File: src/rtl/alu_pkg.sv
// Shared encodings for the ALU operand loader: FSM state codes, debounce default
// and the captured operand bundle.
package alu_pkg;

    localparam logic [1:0] S_A    = 2'b00;
    localparam logic [1:0] S_B    = 2'b01;
    localparam logic [1:0] S_HOLD = 2'b10;

    localparam int DEBOUNCE_DEFAULT = 250000;

    typedef struct packed {
        logic [1:0] a;
        logic [1:0] b;
        logic       cin;
    } operands_t;

endpackage

File: src/rtl/btn_debounce.sv
// Two-flop synchronizer, counting debouncer and rising-edge pulse for one raw
// push-button. The pulse is high for the single cycle after the debounced level rises.
module btn_debounce #(
    parameter int DEBOUNCE_CYCLES = 4
) (
    input  logic clk,
    input  logic rst,
    input  logic btn,
    output logic pulse
);

    localparam int CW = (DEBOUNCE_CYCLES > 1) ? $clog2(DEBOUNCE_CYCLES) : 1;
    localparam logic [CW-1:0] CNT_LAST = CW'(DEBOUNCE_CYCLES - 1);

    logic [1:0]    sync;
    logic          level;
    logic          level_d;
    logic [CW-1:0] cnt;

    // The level toggles on the edge where the counter would reach DEBOUNCE_CYCLES.
    always_ff @(posedge clk) begin
        if (rst) begin
            sync    <= '0;
            level   <= 1'b0;
            level_d <= 1'b0;
            cnt     <= '0;
        end else begin
            sync    <= {sync[0], btn};
            level_d <= level;
            if (sync[1] != level) begin
                if (cnt == CNT_LAST) begin
                    level <= ~level;
                    cnt   <= '0;
                end else begin
                    cnt <= cnt + CW'(1);
                end
            end else begin
                cnt <= '0;
            end
        end
    end

    assign pulse = level & ~level_d;

endmodule

File: src/rtl/alu_operand_loader.sv
// Loads operands A, B and carry-in for a 2-bit adder from switches, one
// debounced load press at a time; a clear press restarts the sequence.
module alu_operand_loader
    import alu_pkg::*;
#(
    parameter int DEBOUNCE_CYCLES = DEBOUNCE_DEFAULT
) (
    input  logic       clk,
    input  logic       rst,
    input  logic [1:0] sw,
    input  logic       sw_cin,
    input  logic       btn_load,
    input  logic       btn_clr,
    output logic       a0,
    output logic       a1,
    output logic       b0,
    output logic       b1,
    output logic       cin,
    output logic       op_valid,
    output logic [1:0] state
);

    logic      load_pulse;
    logic      clr_pulse;
    logic [2:0] sw_meta;
    logic [2:0] sw_sync;
    operands_t ops;

    btn_debounce #(.DEBOUNCE_CYCLES(DEBOUNCE_CYCLES)) u_load (
        .clk   (clk),
        .rst   (rst),
        .btn   (btn_load),
        .pulse (load_pulse)
    );

    btn_debounce #(.DEBOUNCE_CYCLES(DEBOUNCE_CYCLES)) u_clr (
        .clk   (clk),
        .rst   (rst),
        .btn   (btn_clr),
        .pulse (clr_pulse)
    );

    always_ff @(posedge clk) begin
        if (rst) begin
            sw_meta <= '0;
            sw_sync <= '0;
        end else begin
            sw_meta <= {sw_cin, sw};
            sw_sync <= sw_meta;
        end
    end

    // Clear outranks load; the illegal code 2'b11 falls back to S_A without capturing.
    always_ff @(posedge clk) begin
        if (rst || clr_pulse) begin
            state <= S_A;
            ops   <= '0;
        end else begin
            case (state)
                S_A: begin
                    if (load_pulse) begin
                        ops.a <= sw_sync[1:0];
                        state <= S_B;
                    end
                end
                S_B: begin
                    if (load_pulse) begin
                        ops.b   <= sw_sync[1:0];
                        ops.cin <= sw_sync[2];
                        state   <= S_HOLD;
                    end
                end
                S_HOLD: begin
                    if (load_pulse) begin
                        ops.a <= sw_sync[1:0];
                        state <= S_B;
                    end
                end
                default: state <= S_A;
            endcase
        end
    end

    // op_valid is a pure decode of the state, so it can never disagree with S_HOLD.
    assign op_valid = (state == S_HOLD);
    assign a1  = ops.a[1];
    assign a0  = ops.a[0];
    assign b1  = ops.b[1];
    assign b0  = ops.b[0];
    assign cin = ops.cin;

endmodule
File: config.mk
export PLATFORM = sky130hd
export DESIGN_NAME = alu_operand_loader
export DESIGN_NICKNAME = d
export VERILOG_FILES = /design/src/rtl/alu_pkg.sv /design/src/rtl/btn_debounce.sv /design/src/rtl/alu_operand_loader.sv
export SDC_FILE = /design/constraint.sdc
export NUM_CORES = 1
export LEC_CHECK = 0
export CORE_ASPECT_RATIO = 1.2
export CORE_MARGIN = 1.5
export CORE_UTILIZATION = 50
export DETAILED_ROUTE_END_ITERATION = 6
export HOLD_SLACK_MARGIN = 0.1
export PLACE_DENSITY_LB_ADDON = 0.15
export SYNTH_ARGS = -nofsm -noshare
export SYNTH_HDL_FRONTEND = slang
export SYNTH_SLANG_ARGS = --single-unit
File: constraint.sdc
create_clock -name clk -period 4.1 [get_ports clk]
set_clock_uncertainty 0.15 [all_clocks]
set_input_delay 0.615 -clock clk [delete_from_list [all_inputs] [get_ports clk]]
set_output_delay 0.615 -clock clk [all_outputs]
set_load 0.05 [all_outputs]
# --- Yosys cells after proc, flatten, opt, wreduce, memory -nomap -nowiden ---
# Cells that the tools add are included.
totals:
  register_bits: 57
  inputBits: 7
  wordCells: 45
op_classes:
  eq_ne: 8
  reduce_logical: 10
  n_mux: 3
  add_sub_neg: 2
  bitwise: 8
op_table:
  columns: ["operator", "n"]
  rows:
  - ["$add 18x1->18 const B", 2]
  - ["$eq 18x18->1 const B", 2]
  - ["$reduce_and 2->1", 5]
  - ["$not 1->1", 6]
  - ["$reduce_or 3->1", 2]
  - ["$mux 2", 2]
  - ["$pmux 2 s2", 1]
  - ["$and 1x1->1", 2]
  - ["$eq 2x1->1 const B", 1]
  - ["$eq 2x2->1 const B", 1]
  - ["$logic_not 2->1", 1]
  - ["$ne 1x1->1", 2]
  - ["$ne 2x1->1 const B", 1]
  - ["$ne 2x2->1 const B", 1]
  - ["$reduce_or 2->1", 1]
  - ["$logic_or 1x1->1", 1]

# --- Depth between registers and ports, before layout ---
# Gate-level depths: netlist of run 1.
depth:
  ltp_word: 4
  mapped_depth: 5

# --- By module ---
# A second synthesis of run 1 with hierarchy kept.
unflattened:
  cells_unflattened: 250
  hier_area_um2: 2454.9
by_module_without_submodules:
  columns: ["mod", "instances", "area_each_um2", "cells_each"]
  rows:
  - ["btn_debounce", 2, 1011.0, 106]
  - ["alu_operand_loader", 1, 432.9, 38]

# --- Least setup slack after synthesis of run 1 ---
# No wires, ideal clock.
synth_path:
  kind: "reg-to-output"
  from: "register state[1]"
  to: "output port op_valid"
  stages_incl_launch_ff: 2
  required_time_ns: 3.335
  path_slack_ns: 1.894
  arrival_ns: 1.441
  n_path_buf: 0
  path_cell_list: "dfxtp_1 -> nor2b_1"
synth_via:
  elab_chain_cells: 1
synth_rtl:
  columns: ["item", "line", "source"]
  rows:
  - ["from (decl)", "alu_operand_loader.sv:20", "output logic [1:0] state"]
  - ["from (signal assigned)", "alu_operand_loader.sv:56", "state <= S_A;"]
  - ["from (signal assigned)", "alu_operand_loader.sv:63", "state <= S_B;"]
  - ["from (signal assigned)", "alu_operand_loader.sv:70", "state <= S_HOLD;"]
  - ["$eq 2x2->1", "alu_operand_loader.sv:85", "assign op_valid = (state == S_HOLD);"]
  - ["to (decl)", "alu_operand_loader.sv:19", "output logic op_valid,"]
# No other way between the ends.

# --- Worst setup path in the final report of run 1 ---
# Ends and elaborated chain as after synthesis.

==> results.sh, run 1 <==
export IMPL_status="complete, no violations"
export IMPL_core_area_um2=4560
export IMPL_max_freq_ghz=0.412
export IMPL_clock_latency_ps=330
export IMPL_ant_nets=0
export IMPL_required_ps=3340
export IMPL_drive_gt1_share_pct=8.30
export IMPL_ios=15
export IMPL_avgSynthCellArea_um2=9.44
export IMPL_antennaDiodeCount=0
export IMPL_syn_to_final_growth_pct=16.4
export IMPL_synth_area_leaders="dfxtp_1, xnor2_1, nor2_1, nor2b_1, nor4_1"
export IMPL_dieArea_um2=5160
export IMPL_clk_pin_slew_ps=60
export IMPL_cts_setup_buffers=0
export IMPL_grt_pass1_vias=1622
export IMPL_synth_seq_cells=57
export IMPL_crit_path_top_delay_cell="clkdlybuf4s50_1"
export IMPL_wl_per_cell_um=12.2
export IMPL_clock_sinks=57
export IMPL_place_inst=320
export IMPL_grt_overflow_total=0
export IMPL_first_pass_iters=4
export IMPL_timing_hold_ws_ps=285
export IMPL_hold_buffers=0
export IMPL_worst_path_largest_cell_delay_ps=820
export IMPL_vdd_drop_max_mv=0.212
export IMPL_slew_headroom_pct=35.3
export IMPL_final_cell_mix="dfxtp_1, nor2_1, xnor2_1"
export IMPL_syn_num_nets=260
export IMPL_seq_area_frac_synth_pct=48.2
export IMPL_grt_max_degree=19
export IMPL_yosysWarningCount=0
export IMPL_layout_commonest_cell="dfxtp_1"
export IMPL_setup_ws_ps=1670
export IMPL_stdcell_count=335
export IMPL_yosysTopAreaCellShare_pct=48.2
export IMPL_drv_cap=0
export IMPL_p_per_area_nw_per_um2=396
export IMPL_yosysTopAreaCell="dfxtp_1"
export IMPL_rsz0062_at_grt="no"
export IMPL_crit_arrival_ps=1660
export IMPL_vias=1744
export IMPL_drt_iter0_markers=81
export IMPL_grt_total_usage_pct=18.0
export IMPL_grt_pass1_wl_mm=7.01
export IMPL_antenna_found_initial=0
export IMPL_vias_per_cell=5.21
export IMPL_critPathMaxFanout=3
export IMPL_die_h_um=78.4
export IMPL_start_util_pct=52.0
export IMPL_dpl_hpwl_mm=2.81
export IMPL_drv_slew=0
export IMPL_worstSetupPathType="reg -> out"
export IMPL_synthDistinctLibCells=35
export IMPL_tritoncts="built"
export IMPL_r2r_cells=3
export IMPL_htreeDepth=3
export IMPL_finalSetupTns_ps=0
export IMPL_end_kind="primary output"
export IMPL_p_leak_nw=0.864
export IMPL_cts_root_buf="clkbuf_8"
export IMPL_startpoint_type="flip-flop"
export IMPL_syn_area_um2=2370
export IMPL_hold_class="reg -> reg"
export IMPL_clockBufferDepth=2
export IMPL_synth_cells=251
export IMPL_tritoncts_num_buffers=9
export IMPL_path_cells="nor2b_1 > clkdlybuf4s50_1"
export IMPL_die_x_um=65.8
export IMPL_drt_total_wl_mm=4.08
export IMPL_reg2reg_slack_ps=1900
export IMPL_drc=0
export IMPL_cp_endpoint="op_valid"
export IMPL_worst_pin_slew_ps=968
export IMPL_core_rowCount=27
export IMPL_r2r_start="u_clr.cnt[10]"
export IMPL_r2r_end="u_clr.cnt[15]"
export IMPL_ctsResizeCount=0
export IMPL_critical_path_startpoint="state[1]"
export IMPL_hold_violations=0
export IMPL_utilization_pct=60.5
export IMPL_min_period_over_period_pct=59.2
export IMPL_place_ws_ps=1740
export IMPL_setup_viol=0
export IMPL_io_buffers=14
export IMPL_period_needed_ps=2430
export IMPL_nets=282
export IMPL_place_congestion=0.783
==> logic make-up after synthesis <==
| kind of cell | after synthesis | synth area share [%] |
|---|---|---|
| and+or+nand+nor | 129 | 29.4 |
| DFF | 57 | 48.2 |
| xor gates and xnor gates | 30 | 11.1 |
| AOI/OAI and AO/OA | 17 | 6.02 |
| buffers and inverters | 11 | 2.11 |
| muxes | 5 | 2.22 |
| adders and majority gates | 2 | 1.06 |
==> report_power, final <==
| group | switching [W] | leakage (nW) | internal, W |
|---|---|---|---|
| logic | 0.00000839 | 0.300 | 0.00000982 |
| registers | 0.00000203 | 0.461 | 0.000559 |
| clock network | 0.000204 | 0.102 | 0.000308 |
==> synth_stat cells, drive strengths merged <==
cell type,count
or3,4
ha,2
or4,2
nor2b,17
or4b,1
nand3b,1
a21oi,7
nand2,10
xnor2,27
buf,2
mux2i,3
clkbuf,1
a21o,1
xor2,3
nor3,6
dfxtp,57
a31oi,1
and4,1
nor4,14
nor2,48
nand3,13
nand4,10
mux2,2
o21ai,4
nand2b,1
nor4b,1
o41ai,3
o21ba,1
inv,8
==> critical path: cells and delay by family (launching register included) <==
family                 cells  cell delay [ps]
DFF                        1              340
buffers and inverters      1              820
and+or+nand+nor            1              170
==> through the flow <==
step / area (µm²) / total power, W
floorplan: 2370 / 0.000583
global placement: 2560 / 0.000591
detailed placement: 2560 / 0.000592
CTS: 2760 / 0.00111
global route: 2760 / 0.00114
finish: 2760 / 0.00109
==> cell type report <==
cell class                 count  area, µm²
inverter                       8       30.0
multi-input combinational    183       1180
fill                         405       1800
sequential                    57       1140
timing repair buffer          14        140
clock inverter                 3       40.0
clock buffer                  12        155
tap                           58       72.6
==> worst min path at each step <==
stage | start | slack [ps] | depth (start not counted) | to
finish | sw_meta[0] | 280 | 1 | sw_sync[0]
CTS | sw_meta[0] | 280 | 1 | sw_sync[0]
floorplan | sw_meta[0] | 260 | 1 | sw_sync[0]
global placement | u_load.sync[0] | 270 | 1 | u_load.sync[1]
detailed placement | sw_meta[0] | 270 | 1 | sw_sync[0]
global route | sw_meta[0] | 310 | 1 | sw_sync[0]
==> metal layers <==
metal,vias up,part of all wire (%),track usage [%]
met2,13,49,28.7
met5,-,0,0
met1,811,46,20.7
met4,0,2.2,10.2
met3,8,2.3,6.45
li1,912,-,-
==> flip-flops by register name, summed over array words and instances (netlist names) <==
name,cells
cin,1
a0,1
u_clr.level,1
b0,1
u_load.sync,2
u_clr.sync,2
a1,1
u_clr.level_d,1
sw_meta,3
u_load.cnt,18
u_clr.cnt,18
state,2
sw_sync,3
u_load.level_d,1
b1,1
u_load.level,1
Note: power is estimated with default switching activity, not from simulation.
==> run 2: changes to the inputs <==
- clock period: 4.1 -> 2 ns (I/O delays scaled with it)
==> results.sh, run 2 (synthesis gave the netlist of run 1 again) <==
export IMPL_status="complete, no violations"
export IMPL_max_freq_ghz=0.515
export IMPL_path_depth=1
export IMPL_r2r_cells=5
export IMPL_ant_nets=0
export IMPL_hold_path_depth=1
export IMPL_dieArea_um2=5160
export IMPL_worst_path_largest_cell_delay_ps=800
export IMPL_clock_sinks=57
export IMPL_core_area_um2=4560
export IMPL_core_rowCount=27
export IMPL_r2r_start="u_load.cnt[1]"
export IMPL_antennaDiodeCount=0
export IMPL_worstSetupPathType="reg -> out"
export IMPL_drt_total_wl_mm=4.31
export IMPL_layout_commonest_cell="dfxtp_1"
export IMPL_register_area_um2=1140
export IMPL_grt_pass1_wl_mm=7.62
export IMPL_start_util_pct=52.0
export IMPL_min_period_over_period_pct=97.0
export IMPL_crit_arrival_ps=1490
export IMPL_p_leak_nw=0.926
export IMPL_tritoncts_num_buffers=9
export IMPL_clk_pin_slew_ps=60
export IMPL_grt_overflow_total=0
export IMPL_end_kind="primary output"
export IMPL_drv_slew=0
export IMPL_die_x_um=65.8
export IMPL_critical_path_startpoint="state[1]"
export IMPL_hp_start="u_load.sync[0]"
export IMPL_finalSetupTns_ps=0
export IMPL_first_pass_iters=4
export IMPL_vias=1822
export IMPL_place_congestion=0.904
export IMPL_cts_setup_buffers=0
export IMPL_nets=296
export IMPL_grt_max_degree=11
export IMPL_rsz0062_at_grt="no"
export IMPL_crit_path_top_delay_cell="clkdlybuf4s50_1"
export IMPL_vdd_drop_max_mv=0.478
export IMPL_cts_root_buf="clkbuf_8"
export IMPL_worst_pin_slew_ps=495
export IMPL_reg_top3="u_clr.cnt: 18 flops, u_load.cnt: 18 flops"
export IMPL_clockBufferDepth=2
export IMPL_r2r_end="u_load.cnt[16]"
export IMPL_drc=0
export IMPL_period_needed_ps=1940
export IMPL_vias_per_cell=5.21
export IMPL_hold_violations=0
export IMPL_final_cell_mix="dfxtp_1, nor2_1, xnor2_1"
export IMPL_wl_per_cell_um=12.3
export IMPL_tritoncts="built"
export IMPL_hold_buffers=0
export IMPL_grt_total_usage_pct=19.7
export IMPL_fillers=398
export IMPL_setup_viol=0
export IMPL_grt_pass1_vias=1773
export IMPL_drv_cap=0
export IMPL_critPathMaxFanout=3
export IMPL_die_h_um=78.4
export IMPL_drive_gt1_share_pct=13.7
export IMPL_startpoint_type="flip-flop"
export IMPL_dpl_hpwl_mm=3.14
export IMPL_ctsResizeCount=0
export IMPL_cp_top_family="buffers and inverters"
export IMPL_path_cells="clkdlybuf4s50_1"
export IMPL_antenna_found_initial=0
export IMPL_cp_endpoint="state[1]"
export IMPL_syn_to_final_growth_pct=20.6
export IMPL_drt_iter0_markers=103
export IMPL_p_per_area_nw_per_um2=789
export IMPL_required_ps=1550
export IMPL_ios=15
export IMPL_timing_hold_ws_ps=286
export IMPL_crit_buf_inv=1
export IMPL_clock_latency_ps=340
export IMPL_hold_class="reg -> reg"
export IMPL_htreeDepth=3
export IMPL_multi_input_area_um2=1180
export IMPL_slew_headroom_pct=66.9
export IMPL_reg2reg_slack_ps=100
export IMPL_io_buffers=14
run 2: cell types whose count changed in the layout (fill, tap and decap cells not counted):
cell             delta
buf_4              +16
clkdlybuf4s50_1     -2
clkinvlp_4          +2
clkbuf_8            -1
run 2: area by class of cell:
class	instances	area share, %
well taps	58	2.54
clock inverters	5	1.93
clock buffers	11	4.95
inverters	8	1.05
repair buffers	28	8.40
multi-input cells	183	41.2
flip-flops and latches	57	39.9
run 2: worst min-delay path by stage:
stage | slack [ps] | to
floorplan | 230 | u_clr.level_d
global placement | 270 | u_load.sync[1]
detailed placement | 270 | u_load.sync[1]
CTS | 290 | u_load.sync[1]
global route | 310 | u_load.sync[1]
finish | 290 | u_load.sync[1]
run 2: through the flow:
step	cells	total power, W	util (%)	instance area [µm²]	setup WS (ps)
2_1_floorplan	251	0.00120	-	2370	92.1
3_3_place_gp	334	0.00122	58.4	2660	165
5_1_grt	350	0.00234	62.7	2860	9.35
3_5_place_dp	334	0.00122	58.4	2660	98.1
4_1_cts	350	0.00228	62.7	2860	45.3
6_report	350	0.00226	62.7	2860	59.8
run 2: metal layers:
| metal | global-route usage, % | up-vias | share of wire, % |
|---|---|---|---|
| met5 | 0 | - | 0 |
| met4 | 12.1 | 0 | 3.2 |
| met3 | 6.02 | 11 | 2.6 |
| met2 | 32.8 | 21 | 49 |
| met1 | 21.5 | 845 | 45 |
| li1 | - | 945 | - |
run 2: where the power goes:
group	leakage, nW	internal (W)	switching [W]
Clock	0.0953	0.000604	0.000459
Combinational	0.369	0.0000256	0.0000187
Sequential	0.461	0.00115	0.00000380
Total	0.926	0.00178	0.000481
